<file path="config.mk">
export PLATFORM = sky130hd
export DESIGN_NAME = mac_operand_feeder_flat
export DESIGN_NICKNAME = d
export VERILOG_FILES = /design/src/rtl/cnn_mac_pkg.sv /design/src/rtl/mac_operand_feeder_if.sv /design/src/rtl/mac_kernel_regfile.sv /design/src/rtl/mac_operand_feeder.sv /design/src/flat_wrapper.sv
export SDC_FILE = /design/constraint.sdc
export NUM_CORES = 1
export LEC_CHECK = 0
export ABC_AREA = 0
export CORE_ASPECT_RATIO = 0.75
export CORE_UTILIZATION = 45
export DETAILED_ROUTE_END_ITERATION = 10
export PLACE_DENSITY = 0.74
export SLEW_MARGIN = 10
export SYNTH_ARGS = -nofsm -noshare
export SYNTH_HDL_FRONTEND = slang
export SYNTH_SLANG_ARGS = --single-unit
</file>
<file path="constraint.sdc">
create_clock -name clk_i -period 2.99 [get_ports clk_i]
set_clock_uncertainty 0.15 [all_clocks]
set_input_delay 0.7475 -clock clk_i [delete_from_list [all_inputs] [get_ports clk_i]]
set_output_delay 0.7475 -clock clk_i [all_outputs]
set_load 0.03 [all_outputs]
</file>
<file path="src/rtl/cnn_mac_pkg.sv">
// Shared types and helpers for the MAC operand feeder and its neighbours.
package cnn_mac_pkg;

  typedef enum logic [2:0] {
    IDLE,
    LOAD,
    STREAM,
    WAIT_MAC,
    OUTPUT
  } feeder_state_e;

  function automatic int kernel_elems(input int w, input int h);
    return w * h;
  endfunction

endpackage

</file>
<file path="src/rtl/mac_operand_feeder_if.sv">
// Kernel-load, window, MAC-side and result signals of the operand feeder.
// The slave modport is the feeder's view; master is the surrounding system's view.
interface mac_operand_feeder_if #(
  parameter int IN      = 8,
  parameter int OUT     = 32,
  parameter int N_ELEMS = 9
);
  logic                  kernel_load_valid_i;
  logic                  kernel_load_ready_o;
  logic [IN-1:0]         kernel_load_weight_i;
  logic [OUT-1:0]        kernel_load_bias_i;
  logic                  kernel_loaded_o;
  logic                  window_valid_i;
  logic                  window_ready_o;
  logic [N_ELEMS*IN-1:0] window_data_i;
  logic                  mac_operand_valid_o;
  logic [IN-1:0]         mac_feature_o;
  logic [IN-1:0]         mac_weight_o;
  logic [OUT-1:0]        mac_bias_o;
  logic                  mac_valid_i;
  logic [OUT-1:0]        mac_data_i;
  logic                  mac_ready_o;
  logic                  result_valid_o;
  logic [OUT-1:0]        result_data_o;
  logic                  result_ready_i;
  logic                  busy_o;

  modport slave (
    input  kernel_load_valid_i, kernel_load_weight_i, kernel_load_bias_i,
    input  window_valid_i, window_data_i, mac_valid_i, mac_data_i, result_ready_i,
    output kernel_load_ready_o, kernel_loaded_o, window_ready_o,
    output mac_operand_valid_o, mac_feature_o, mac_weight_o, mac_bias_o, mac_ready_o,
    output result_valid_o, result_data_o, busy_o
  );

  modport master (
    output kernel_load_valid_i, kernel_load_weight_i, kernel_load_bias_i,
    output window_valid_i, window_data_i, mac_valid_i, mac_data_i, result_ready_i,
    input  kernel_load_ready_o, kernel_loaded_o, window_ready_o,
    input  mac_operand_valid_o, mac_feature_o, mac_weight_o, mac_bias_o, mac_ready_o,
    input  result_valid_o, result_data_o, busy_o
  );
endinterface

</file>
<file path="src/rtl/mac_kernel_regfile.sv">
// Kernel storage: N weights plus one bias, single write port and an
// asynchronous read of the weight selected by the beat index.
module mac_kernel_regfile #(
  parameter int IN      = 8,
  parameter int OUT     = 32,
  parameter int N_ELEMS = 9,
  parameter int IDX_W   = 4
) (
  input  logic             clk_i,
  input  logic             rst_i,
  input  logic             we_i,
  input  logic             bias_we_i,
  input  logic [IDX_W-1:0] wr_idx_i,
  input  logic [IN-1:0]    wr_weight_i,
  input  logic [OUT-1:0]   wr_bias_i,
  input  logic [IDX_W-1:0] rd_idx_i,
  output logic [IN-1:0]    rd_weight_o,
  output logic [OUT-1:0]   bias_o
);

  logic [IN-1:0]  weight_q [N_ELEMS];
  logic [OUT-1:0] bias_q;

  // NOTE: the weight array is cleared on reset on purpose: a reset must leave no stale kernel
  // behind, so it is built from flops rather than a RAM macro that cannot be reset.
  always_ff @(posedge clk_i) begin
    if (rst_i) begin
      for (int i = 0; i < N_ELEMS; i++) weight_q[i] <= '0;
      bias_q <= '0;
    end else begin
      if (we_i)      weight_q[wr_idx_i] <= wr_weight_i;
      if (bias_we_i) bias_q             <= wr_bias_i;
    end
  end

  assign rd_weight_o = weight_q[rd_idx_i];
  assign bias_o      = bias_q;

endmodule

</file>
<file path="src/rtl/mac_operand_feeder.sv">
// Loads a kernel, streams one feature window to MAC_v2 one element per cycle,
// then captures the MAC result and hands it downstream on a valid/ready port.
module mac_operand_feeder
  import cnn_mac_pkg::*;
#(
  parameter int INPUT_BIT_RESOLUTION  = 8,
  parameter int OUTPUT_BIT_RESOLUTION = 32,
  parameter int KERNEL_SIZE_W         = 3,
  parameter int KERNEL_SIZE_H         = 3
) (
  input logic                 clk_i,
  input logic                 rst_i,
  mac_operand_feeder_if.slave bus
);

  localparam int IN    = INPUT_BIT_RESOLUTION;
  localparam int OUT   = OUTPUT_BIT_RESOLUTION;
  localparam int N     = kernel_elems(KERNEL_SIZE_W, KERNEL_SIZE_H);
  localparam int CNT_W = (N > 1) ? $clog2(N) : 1;
  localparam logic [CNT_W-1:0] LAST_BEAT = CNT_W'(N - 1);
  localparam logic [CNT_W-1:0] ONE       = CNT_W'(1);

  feeder_state_e          state_q, state_d;
  logic [CNT_W-1:0]       beat_q, beat_d;
  logic                   loaded_q, loaded_d;
  logic                   valid_q, valid_d;
  logic [N-1:0][IN-1:0]   window_q, window_d;
  logic [IN-1:0]          feature_q, feature_d;
  logic [IN-1:0]          weight_q, weight_d;
  logic [OUT-1:0]         result_q, result_d;

  logic                   rf_we, rf_bias_we, next_beat;
  logic [IN-1:0]          rf_weight;
  logic [OUT-1:0]         rf_bias;
  logic                   load_hs, window_hs;

  mac_kernel_regfile #(
    .IN      (IN),
    .OUT     (OUT),
    .N_ELEMS (N),
    .IDX_W   (CNT_W)
  ) u_regfile (
    .clk_i       (clk_i),
    .rst_i       (rst_i),
    .we_i        (rf_we),
    .bias_we_i   (rf_bias_we),
    .wr_idx_i    (beat_q),
    .wr_weight_i (bus.kernel_load_weight_i),
    .wr_bias_i   (bus.kernel_load_bias_i),
    .rd_idx_i    (beat_d),
    .rd_weight_o (rf_weight),
    .bias_o      (rf_bias)
  );

  // Readies are forced low while reset is asserted so nothing handshakes into a clearing block.
  assign bus.kernel_load_ready_o = ~rst_i & ((state_q == IDLE) | (state_q == LOAD));
  assign bus.window_ready_o      = ~rst_i & (state_q == IDLE) & loaded_q & ~bus.kernel_load_valid_i;
  assign bus.mac_ready_o         = ~rst_i & (state_q == WAIT_MAC);
  assign load_hs   = bus.kernel_load_valid_i & bus.kernel_load_ready_o;
  assign window_hs = bus.window_valid_i & bus.window_ready_o;

  // NOTE: every always_comb output gets a default before the case so no path can infer a latch.
  always_comb begin
    state_d    = state_q;
    beat_d     = beat_q;
    loaded_d   = loaded_q;
    valid_d    = valid_q;
    window_d   = window_q;
    result_d   = result_q;
    rf_we      = 1'b0;
    rf_bias_we = 1'b0;
    next_beat  = 1'b0;
    case (state_q)
      IDLE: begin
        if (load_hs) begin
          rf_we      = 1'b1;
          rf_bias_we = 1'b1;
          loaded_d   = 1'b0;
          if (beat_q == LAST_BEAT) begin
            loaded_d = 1'b1;
          end else begin
            beat_d  = beat_q + ONE;
            state_d = LOAD;
          end
        end else if (window_hs) begin
          window_d  = bus.window_data_i;
          valid_d   = 1'b1;
          next_beat = 1'b1;
          beat_d    = '0;
          state_d   = STREAM;
        end
      end
      LOAD: begin
        if (load_hs) begin
          rf_we = 1'b1;
          if (beat_q == LAST_BEAT) begin
            beat_d   = '0;
            loaded_d = 1'b1;
            state_d  = IDLE;
          end else begin
            beat_d = beat_q + ONE;
          end
        end
      end
      STREAM: begin
        if (beat_q == LAST_BEAT) begin
          valid_d = 1'b0;
          beat_d  = '0;
          state_d = WAIT_MAC;
        end else begin
          beat_d    = beat_q + ONE;
          next_beat = 1'b1;
        end
      end
      WAIT_MAC: begin
        if (bus.mac_valid_i & bus.mac_ready_o) begin
          result_d = bus.mac_data_i;
          state_d  = OUTPUT;
        end
      end
      OUTPUT: begin
        if (bus.result_ready_i) state_d = IDLE;
      end
      default: state_d = IDLE;
    endcase
  end

  // Operand registers load the element/weight about to be presented and otherwise hold.
  always_comb begin
    feature_d = feature_q;
    weight_d  = weight_q;
    if (next_beat) begin
      feature_d = (state_q == IDLE) ? bus.window_data_i[IN-1:0] : window_q[beat_d];
      weight_d  = rf_weight;
    end
  end

  // NOTE: state is updated with non-blocking assignments so every flop samples pre-edge values.
  always_ff @(posedge clk_i) begin
    if (rst_i) begin
      state_q   <= IDLE;
      beat_q    <= '0;
      loaded_q  <= 1'b0;
      valid_q   <= 1'b0;
      window_q  <= '0;
      feature_q <= '0;
      weight_q  <= '0;
      result_q  <= '0;
    end else begin
      state_q   <= state_d;
      beat_q    <= beat_d;
      loaded_q  <= loaded_d;
      valid_q   <= valid_d;
      window_q  <= window_d;
      feature_q <= feature_d;
      weight_q  <= weight_d;
      result_q  <= result_d;
    end
  end

  assign bus.kernel_loaded_o     = loaded_q;
  assign bus.mac_operand_valid_o = valid_q;
  assign bus.mac_feature_o       = feature_q;
  assign bus.mac_weight_o        = weight_q;
  assign bus.mac_bias_o          = rf_bias;
  assign bus.result_valid_o      = (state_q == OUTPUT);
  assign bus.result_data_o       = result_q;
  assign bus.busy_o              = (state_q != IDLE);

endmodule
</file>
<file path="src/flat_wrapper.sv">
// flat-port wrapper written by rule: the top's interface ports become plain ports
module mac_operand_feeder_flat import cnn_mac_pkg::*;
#(
  parameter int INPUT_BIT_RESOLUTION  = 8,
  parameter int OUTPUT_BIT_RESOLUTION = 32,
  parameter int KERNEL_SIZE_W         = 3,
  parameter int KERNEL_SIZE_H         = 3
)
  (clk_i, rst_i, bus_kernel_load_valid_i, bus_kernel_load_weight_i, bus_kernel_load_bias_i, bus_window_valid_i, bus_window_data_i, bus_mac_valid_i, bus_mac_data_i, bus_result_ready_i, bus_kernel_load_ready_o, bus_kernel_loaded_o, bus_window_ready_o, bus_mac_operand_valid_o, bus_mac_feature_o, bus_mac_weight_o, bus_mac_bias_o, bus_mac_ready_o, bus_result_valid_o, bus_result_data_o, bus_busy_o);
  mac_operand_feeder_if bus_i ();
  input logic clk_i;
  input logic rst_i;
  input wire logic [$bits(bus_i.kernel_load_valid_i)-1:0] bus_kernel_load_valid_i;
  input wire logic [$bits(bus_i.kernel_load_weight_i)-1:0] bus_kernel_load_weight_i;
  input wire logic [$bits(bus_i.kernel_load_bias_i)-1:0] bus_kernel_load_bias_i;
  input wire logic [$bits(bus_i.window_valid_i)-1:0] bus_window_valid_i;
  input wire logic [$bits(bus_i.window_data_i)-1:0] bus_window_data_i;
  input wire logic [$bits(bus_i.mac_valid_i)-1:0] bus_mac_valid_i;
  input wire logic [$bits(bus_i.mac_data_i)-1:0] bus_mac_data_i;
  input wire logic [$bits(bus_i.result_ready_i)-1:0] bus_result_ready_i;
  output wire logic [$bits(bus_i.kernel_load_ready_o)-1:0] bus_kernel_load_ready_o;
  output wire logic [$bits(bus_i.kernel_loaded_o)-1:0] bus_kernel_loaded_o;
  output wire logic [$bits(bus_i.window_ready_o)-1:0] bus_window_ready_o;
  output wire logic [$bits(bus_i.mac_operand_valid_o)-1:0] bus_mac_operand_valid_o;
  output wire logic [$bits(bus_i.mac_feature_o)-1:0] bus_mac_feature_o;
  output wire logic [$bits(bus_i.mac_weight_o)-1:0] bus_mac_weight_o;
  output wire logic [$bits(bus_i.mac_bias_o)-1:0] bus_mac_bias_o;
  output wire logic [$bits(bus_i.mac_ready_o)-1:0] bus_mac_ready_o;
  output wire logic [$bits(bus_i.result_valid_o)-1:0] bus_result_valid_o;
  output wire logic [$bits(bus_i.result_data_o)-1:0] bus_result_data_o;
  output wire logic [$bits(bus_i.busy_o)-1:0] bus_busy_o;
  assign bus_i.kernel_load_valid_i = bus_kernel_load_valid_i;
  assign bus_i.kernel_load_weight_i = bus_kernel_load_weight_i;
  assign bus_i.kernel_load_bias_i = bus_kernel_load_bias_i;
  assign bus_i.window_valid_i = bus_window_valid_i;
  assign bus_i.window_data_i = bus_window_data_i;
  assign bus_i.mac_valid_i = bus_mac_valid_i;
  assign bus_i.mac_data_i = bus_mac_data_i;
  assign bus_i.result_ready_i = bus_result_ready_i;
  assign bus_kernel_load_ready_o = bus_i.kernel_load_ready_o;
  assign bus_kernel_loaded_o = bus_i.kernel_loaded_o;
  assign bus_window_ready_o = bus_i.window_ready_o;
  assign bus_mac_operand_valid_o = bus_i.mac_operand_valid_o;
  assign bus_mac_feature_o = bus_i.mac_feature_o;
  assign bus_mac_weight_o = bus_i.mac_weight_o;
  assign bus_mac_bias_o = bus_i.mac_bias_o;
  assign bus_mac_ready_o = bus_i.mac_ready_o;
  assign bus_result_valid_o = bus_i.result_valid_o;
  assign bus_result_data_o = bus_i.result_data_o;
  assign bus_busy_o = bus_i.busy_o;
  mac_operand_feeder #(.INPUT_BIT_RESOLUTION(INPUT_BIT_RESOLUTION), .OUTPUT_BIT_RESOLUTION(OUTPUT_BIT_RESOLUTION), .KERNEL_SIZE_W(KERNEL_SIZE_W), .KERNEL_SIZE_H(KERNEL_SIZE_H)) u_core (.clk_i(clk_i), .rst_i(rst_i), .bus(bus_i));
endmodule
</file>
; ---- After elaboration in Yosys (flattened, before gate mapping)
; Memory sizes are Yosys's and may differ from the RTL's. A register that Yosys moved wholly into a read port is not among the register bits.
; Cells that the tools add are included.
[word_totals]
reg_bits = 153
latch_bits = 0
ramBits = 72
rom_bits = 0
inputBits = 150
out_inout_bits = 87
word_cells = 99
memories = 1
[classes]
add_sub_neg = 1
n_mul = 0
div_mod_pow = 0
order_cmp = 1
eq_ne = 15
shift = 0
mux = 42
bitwise = 12
n_reduce_logical = 11
[memory_table]
columns = memory, depth, word_bits, read_ports, rd_ports_with_merged_regs, wr, line
row1 = u_core.u_regfile.weight_q, 9, 8, 1, 1, 9, mac_kernel_regfile.sv:21  ; logic [IN-1:0] weight_q [N_ELEMS];
[op_table]
columns = op, count
row1 = $bmux 8 s4, 1
row2 = $mux 3, 8
row3 = $mux 4, 6
row4 = $mux 8, 3
row5 = $mux 1, 19
row6 = $pmux 3 s5, 1
row7 = $pmux 4 s3, 1
row8 = $and 1x1->1, 8
row9 = $ne 2x1->1 const B, 4
row10 = $ne 2x2->1 const B, 4
row11 = $reduce_and 4->1, 2
row12 = $reduce_or 8->1, 1
row13 = $reduce_and 7->1, 1
row14 = $eq 3x2->1 const B, 2
row15 = $pmux 1 s2, 3
row16 = $lt 4x5->1 const B, 1
row17 = $add 4x1->4 const B, 1
row18 = $eq 4x4->1 const B, 1
row19 = $reduce_bool 2->1, 2
row20 = $eq 3x1->1 const B, 1
row21 = $eq 3x3->1 const B, 1
row22 = $logic_not 3->1, 1
row23 = $ne 3x1->1 const B, 1
row24 = $ne 3x3->1 const B, 1
row25 = 6 further kinds, 8

; ---- Longest topological paths before layout
[logic_depth]
ltp_word = 11
ltp_mapped = 15
ltp_nobuf = 12

; ---- By module
; From an unflattened synthesis, not the netlist that was laid out.
[hier_totals]
hier_cells = 1085
hier_area_um2 = 12064.1
[modules_own_cells]
columns = mod, instances, cells_each, area_per_inst_um2, seq_area_each_um2
row1 = mac_kernel_regfile, 1, 407, 6555.0, 4484.3
row2 = mac_operand_feeder, 1, 678, 5509.0, 2582.5

; ---- Least setup slack after synthesis
; Ideal clock, no wire load.
[synth_path]
kind = input to register
startpoint = in rst_i
endpoint = reg u_core.state_q[1]
setup_time_ns = 0.119
t_arrival_ns = 3.069
t_required_ns = 2.721
setup_slack_ns = -0.348
stages = 7
path_buffers = 2
path_cell_list = buf_2 nor4b_1 and2_0 clkbuf_1 or4_1 o311ai_0 o221a_2
[synth_between]
elab_cells_between_ends = 16
classes_between = eq/ne (4) / mux (2) / bitwise (9) / reduce/logical (1)
[synth_rtl]
columns = item, line
row1 = from (decl), flat_wrapper.sv:12  ; input logic rst_i;
row2 = $not 1->1, mac_operand_feeder.sv:58  ; assign bus.mac_ready_o = ~rst_i & (state_q == WAIT_MAC);
row3 = $and 1x1->1, mac_operand_feeder.sv:58
row4 = via bus_mac_ready_o, flat_wrapper.sv:28  ; output wire logic [$bits(bus_i.mac_ready_o)-1:0] bus_mac_ready_o;
row5 = $and 1x1->1, mac_operand_feeder.sv:116  ; if (bus.mac_valid_i & bus.mac_ready_o) begin
row6 = $ne 2x2->1 (no line), --
row7 = $reduce_and 7->1 (no line), --
row8 = to (signal assigned), mac_operand_feeder.sv:150  ; state_q <= state_d;
row9 = to (decl), mac_operand_feeder.sv:23  ; feeder_state_e state_q, state_d;
; The timed path passes the listed nets, and every way through them passes these cells.
; A chain may end at the register's enable or synchronous reset.

; ---- Worst setup path in the final report
[layout_path]
startpoint = reg u_core.beat_q[1]
endpoint = reg u_core.weight_q[1] (netlist: u_core.bus.mac_weight_o[1]), read port of u_core.u_regfile.weight_q
[layout_between]
elab_chain_len = 4
elab_cells_between_ends = 10
classes_between = add/sub (1) / eq/ne (1) / mux (8)
[layout_lines]
columns = item, line
row1 = from (decl), mac_operand_feeder.sv:24  ; logic [CNT_W-1:0] beat_q, beat_d;
row2 = from (signal assigned), mac_operand_feeder.sv:151  ; beat_q <= beat_d;
row3 = $add 4x1->4 / $eq 4x4->1 (equally long branches), --
row4 = "$mux 4, on equally long branches", "mac_operand_feeder.sv:96, mac_operand_feeder.sv:106, mac_operand_feeder.sv:79"
row5 = "$mux 4, on equally long branches", "mac_operand_feeder.sv:94, mac_operand_feeder.sv:75"
row6 = $pmux 4 s3, mac_operand_feeder.sv:73  ; case (state_q)
row7 = to (decl), mac_operand_feeder.sv:29  ; logic [IN-1:0] weight_q, weight_d;
; Several ways; a longest one is shown, not always the timed one.

==> impl_metrics.ini <==
[placement]
gp_congestion = 0.913
dp.cells = 1874
dpl.hpwl_um = 24500
dp_slack_ns = -0.521
portBuffers = 236

[worst_setup_path]
worstPathMaxFanout = 7
cp_slowest_cell = dfxtp_1
max_stage_delay_ns = 0.32
r2r-end = u_core.bus.mac_weight_o[1]
ff2ff_path_depth = 14
end_kind = flip-flop
cp.arrival_ns = 3.23
required_ns = 3.31
r2r-start = u_core.beat_q[1]
reg2reg_slack_ns = 0.08
cp-start-kind = flip-flop
crit_top_cell = inv_2
worstSetupPathType = flip-flop to flip-flop
setup.worst_path.end = u_core.bus.mac_weight_o[1]
crit_path_cell_trace = inv_2, ha_4, and3_4, inv_2, ha_1, nand2b_4, a31oi_4, o21a_4, buf_6, clkbuf_16, nand2_1, a32o_1, a22o_1, nor4_1
critPathLaunch = u_core.beat_q[1]

[power_and_ir_drop]
p_per_area_nw_per_um2 = 705
p_leak_uw = 0.00616
total_power_uw = 11700
ir_worst_vdd_mv = 0.519

[logic_synthesis]
synth_edf_count = 128
yosysWarnings = 0
synth_ff_type = dfxtp_1
syn_nets = 1441
syn_area_per_cell_um2 = 9.43
synth_most_common_cell = nand2_1
synthCells = 1286
yosysTopAreaCellShare = 0.317
synth_common_cells = nand2_1 (406), dfxtp_1 (161), edfxtp_1 (128)
synth-simple-area-share = 0.231
ys_async_sr_fraction = 0
synth_fa_ha_area_frac = 0.00516
syn_area_um2 = 12100
yosys.area.top_type = edfxtp_1
ys_ff_latch = 289
seq_area_frac_synth = 0.583
synth_top_family_by_area = simple AND/OR/NAND/NOR gates
yosysUniqueCellTypes = 54
netlist_top_cells_area = edfxtp_1 (32%), dfxtp_1 (27%), nand2_1 (13%), a21oi_1 (5.1%), and2_1 (4.0%)
synth-xor-area-share = 0
synth_mux_area_frac = 0.0347
synth-compound-area-share = 0.113

[route]
wl_um = 35900
ant_nets = 0
wl_per_cell_um = 18.5
vias = 10500
vias_per_cell = 5.41
drc = 0
drtIter0Drc = 1053
drt_pass1_iterations = 5

[hold_path]
hold_path_class = input port to flip-flop
holdPathStages = 2

[cts]
tritoncts = yes
clockRootBuffer = clkbuf_16
holdBufCountCts = 0
clock_path_buffers = 3
ctsHtreeMaxLevel = 1
clkSinkCount = 289
clk_pin_slew_ns = 0.06
cts_inserted_buffers = 30
clk_latency_ns = 0.56

[timing]
hold_viol = 0
report.final.slew_viol_count = 0
period_share = 0.974
relSlewSlack = 0.334
setup_tns_ns = 0
grt_setup_unrepaired = false
finalSetupViolCount = 0
timing.final.ws_setup_ns = 0.0787
finalWorstPathRequiredPeriod_ns = 2.91
timing.fmax_ghz = 0.343
tightest_slew_ns = 0.999

[floorplan]
io_pins = 237
start_util = 0.462
die_x_um = 192
die_h_um = 144
num_rows = 51
die_area_um2 = 27600
design.core.area_um2 = 26200

[cells_and_area]
drive_gt1_frac = 0.122
num-nets-final = 1725
area_growth_pct = 37.2
n_antenna_cell = 0
layout.cells.non_filler = 1938

[job]
drv_cap = 0

[grt]
grt_usage = 0.253
grt_max_degree = 96
antenna_found_initial = 0
grt_first_pass_wirelength_um = 54200
overflow = 0
grt_pass1_vias = 9776

[status]
status = completed
## critical path, delay by kind of cell (launching register included)
| family | cells | cell delay (ns) |
|---|---|---|
| flip-flops | 1 | 0.32 |
| AO/OA/AOI/OAI | 4 | 0.97 |
| buffers and inverters | 4 | 0.40 |
| adder cells (fa/ha/maj) | 2 | 0.33 |
| AND/OR/NAND/NOR | 4 | 0.64 |
## flip-flops by register name, summed over array words and instances (netlist names)
name	cells
u_core.beat_q	4
u_core.bus.kernel_loaded_o	1
u_core.bus.mac_feature_o	8
u_core.bus.mac_operand_valid_o	1
u_core.bus.mac_weight_o	8
u_core.bus.result_data_o	32
u_core.state_q	3
u_core.u_regfile.bias_o	32
u_core.u_regfile.weight_q	128
u_core.window_q	72
## cell usage in the layout, fill, tap and decap left out, types with 6 or more instances in the layout
| cell type | synthesis | layout |
|---|---|---|
| a211oi_1 | 8 | 8 |
| a21oi_1 | 124 | 124 |
| a22o_1 | 7 | 7 |
| a22oi_1 | 7 | 7 |
| a31oi_1 | 25 | 23 |
| a32o_1 | 14 | 13 |
| and2_1 | 78 | 78 |
| buf_12 | 0 | 9 |
| buf_4 | 4 | 92 |
| clkbuf_16 | 0 | 34 |
| clkdlybuf4s50_1 | 0 | 229 |
| clkinv_1 | 0 | 7 |
| clkinv_2 | 0 | 7 |
| dfxtp_1 | 161 | 158 |
| edfxtp_1 | 128 | 128 |
| mux2i_1 | 42 | 41 |
| nand2_1 | 406 | 406 |
| nand3_1 | 58 | 54 |
| nor2_1 | 45 | 44 |
| nor4_1 | 6 | 6 |
| o211ai_1 | 9 | 9 |
| o21ai_0 | 15 | 15 |
## kinds of logic after synthesis
group / after synthesis
AND/OR/NAND/NOR: 632
flip-flops: 289
AO/OA/AOI/OAI: 224
buffers and inverters: 94
multiplexers: 42
adder cells (fa/ha/maj): 5
## repair_timing
item	CTS	global route
endpoints found under the hold margin	0	0
buffers inserted	0	4
gates cloned	0	4
pin swaps	0	10
resized for setup	5	24
endpoints found under the setup margin	16	19
## area by class of cell
type / count / area (um^2)
sequential: 289 / 7070
fill: 2110 / 9590
inverter: 6 / 22.5
tap: 344 / 430
clock inverter: 23 / 213
multi-input combinational: 903 / 4800
timing repair buffer: 340 / 3320
clock buffer: 33 / 783
## metal layers
metal	vias to the layer above	track usage	share of wire
li1	4995	-	-
met1	4929	0.370	0.45
met2	507	0.373	0.43
met3	62	0.0679	0.10
met4	0	0.0539	0.021
met5	-	0	0
## report_power, final
part | switching, uW | internal, uW
logic | 1900 | 1590
clock network | 1560 | 2220
registers | 146 | 4320
total | 3610 | 8130
## through the flow
stage / hold WS (ns) / area (um^2) / utilization
after floorplan: 0.286 / 12100 / -
after global placement: 0.291 / 15400 / 0.587
after detailed placement: 0.295 / 15400 / 0.587
after CTS: 0.255 / 16400 / 0.626
after global routing: 0.270 / 16600 / 0.634
final: 0.277 / 16600 / 0.634
## worst min path at each step
stage	start	to	slack, ns
floorplan	u_core.window_q[32]	u_core.window_q[32]	0.29
global placement	u_core.bus.result_data_o[26]	u_core.bus.result_data_o[26]	0.29
detailed placement	u_core.bus.result_data_o[5]	u_core.bus.result_data_o[5]	0.30
CTS	rst_i	u_core.bus.kernel_loaded_o	0.25
global route	rst_i	u_core.bus.kernel_loaded_o	0.27
finish	rst_i	u_core.bus.kernel_loaded_o	0.28
(Power assumes the default switching activity.)
==> edit, RTL diff (same settings) <==
Encoding of `feeder_state_e`: now one-hot (5 bits for 5 states).
--- a/src/rtl/cnn_mac_pkg.sv
+++ b/src/rtl/cnn_mac_pkg.sv
@@ -3,8 +3,8 @@
 
-  typedef enum logic [2:0] {
-    IDLE,
-    LOAD,
-    STREAM,
-    WAIT_MAC,
-    OUTPUT
+  typedef enum logic [4:0] {
+    IDLE     = 5'b00001,
+    LOAD     = 5'b00010,
+    STREAM   = 5'b00100,
+    WAIT_MAC = 5'b01000,
+    OUTPUT   = 5'b10000
   } feeder_state_e;
Function: same outputs for any inputs over 4 cycles, from zero or initial values and one cycle with rst_i high; so few cycles prove little.
==> edit against the original RTL <==
Wire length shrank 1.1%. Sequential cell count is 2 higher. Global-route usage decreased by 1.2 points. Critical path depth shrank 9. Hold slack gained 0.028 ns. Worst setup slack better by 0.014 ns. Synthesized cell count down 0.62%. Area after synthesis rose by 3.8%. Cell area increased by 2.3%. First-iteration DRC count fell by 15%. Highest routed layer is now met5.
Power is not compared: it rests on default switching activity, and its combinational part moved more than twofold at a synthesized area within 25%.
==> edit: results (changes against the original RTL) <==
fill cell count=2185 (+3.6%); number of library cell types mapped by synthesis=72 (+33%); Crit Path Class=register to output pin; met1 Resource Use GR=34.5% (-2.5 points); number of vias per cell=5.49 (+1.4%); met3 wire length=3.04 mm (-16%); crit path max-delay cell type=or3b_4; Post-Synthesis Cells=1278 (-0.62%); clock power share=41.6%; worst slew pin tran=1.17 ns (+0.175 ns); DR top layer=met5; nets=1705 (-1.2%); min-delay worst type=register to register; Clk Latency, worst-skew pair=0.55 ns; RePlAce Congestion=0.916 (+0.31%); share of layout cells above drive strength 1=13.9% (+1.6 points); Worst Path Max Fanout=9 (+2); sequential share of the synthesized area=56.5% (-1.8 points); YS warnings=0 (unchanged); vias in the first global route=10200 (+3.8%); first-pass GRT wire length=55.3 mm (+2.1%); initial antenna violation count=2 (+2); Iteration-0 DRC Markers=895 (-15%); pin count of the biggest net entering global routing=113 (+18%); post-DP HPWL=24.3 mm (-0.87%); GR Util All Layers=24.1% (-1.2 points); met3 Use GR=4.96% (-1.8 points); Post-synth top flop=dfxtp_1; DRT Pass-1 Iters=7 (+2); # H-tree levels=1 (unchanged); post-synthesis net count=1433 (-0.56%); Post-synth top cells=nand2_1, dfxtp_1, edfxtp_1, a21oi_1, and3_1; met1 wire length=15.7 mm (-2.1%); post-layout util=62.6% (-0.85 points); Post-DP Area=0.0159 mm^2 (+3.4%); Routed WL per cell=18.4 um (-0.38%); Routed Antenna Nets=0 (unchanged); Final Non-Filler Cells=1924 (-0.72%); Setup WS pre-CTS=-0.481 ns (+0.0397 ns); Max VDD drop=454 uV; met2 Usage GRT=37.5% (+0.16 points); arrival time at the worst endpoint=2.00 ns (-1.23 ns); GR peak layer=met2; status=completed; top post-synthesis cells by area=edfxtp_1, dfxtp_1, nand2_1; met2 routed wirelength=15.9 mm (+2.9%); root buffer cell=clkbuf_16; max incr delay on CP=0.42 ns (+0.10 ns); total CTS buffers=29 (-3.3%)
-- edit: changes by cell type after synthesis, sizes merged, moves of 8 or more --
cell | unedited run | this run
a31oi | 25 | 10
and2 | 79 | 18
a32o | 14 | 0
nor2 | 47 | 18
buf | 29 | 39
a32oi | 3 | 22
nand3b | 1 | 33
nand2 | 406 | 385
a221oi | 1 | 10
a21o | 0 | 8
o21bai | 0 | 8
and3 | 3 | 70
-- edit: path summary, 6_finish.rpt --
path | from | endpoint | slack, ns | cells after the start
worst max register to register | u_core.beat_q[1] | u_core.bus.mac_weight_o[6] | 0.12 | 14
worst min-delay path | u_core.u_regfile.bias_o[21] | u_core.u_regfile.bias_o[21] | 0.30 | 2
worst max-delay path | u_core.state_q[0] | bus_window_ready_o | 0.09 | 5
worst min register to register | u_core.u_regfile.bias_o[21] | u_core.u_regfile.bias_o[21] | 0.30 | 2
-- edit: critical path: cells and delay by family, from the launching register on --
kind | cells | cell delay (ns)
simple gates | 3 | 0.79
flops | 1 | 0.41
buf+inv | 2 | 0.25
-- edit: timing repair --
item	CTS	global route
resized for setup	11	18
cloned	0	0
pin swaps	3	8
buffers inserted	0	5
endpoints found under the setup margin	11	18
-- edit: cell families after synthesis --
kind of cell / count (synthesis) / synth area share (%)
simple gates: 607 / 22.7
flops: 291 / 56.5
compound gates: 218 / 11.5
buf+inv: 102 / 3.88
mux: 52 / 4.73
fa+ha+maj: 5 / 0.497
xor+xnor: 3 / 0.209
-- edit: layout make-up --
type,count,share of cell area [%]
clock inverters,23,1.57
repair buffers,337,19.8
inverters,6,0.147
diodes,1,0.0147
multi-input cells,885,29.8
flip-flops and latches,291,41.8
clock buffers,30,4.29
well taps,351,2.58
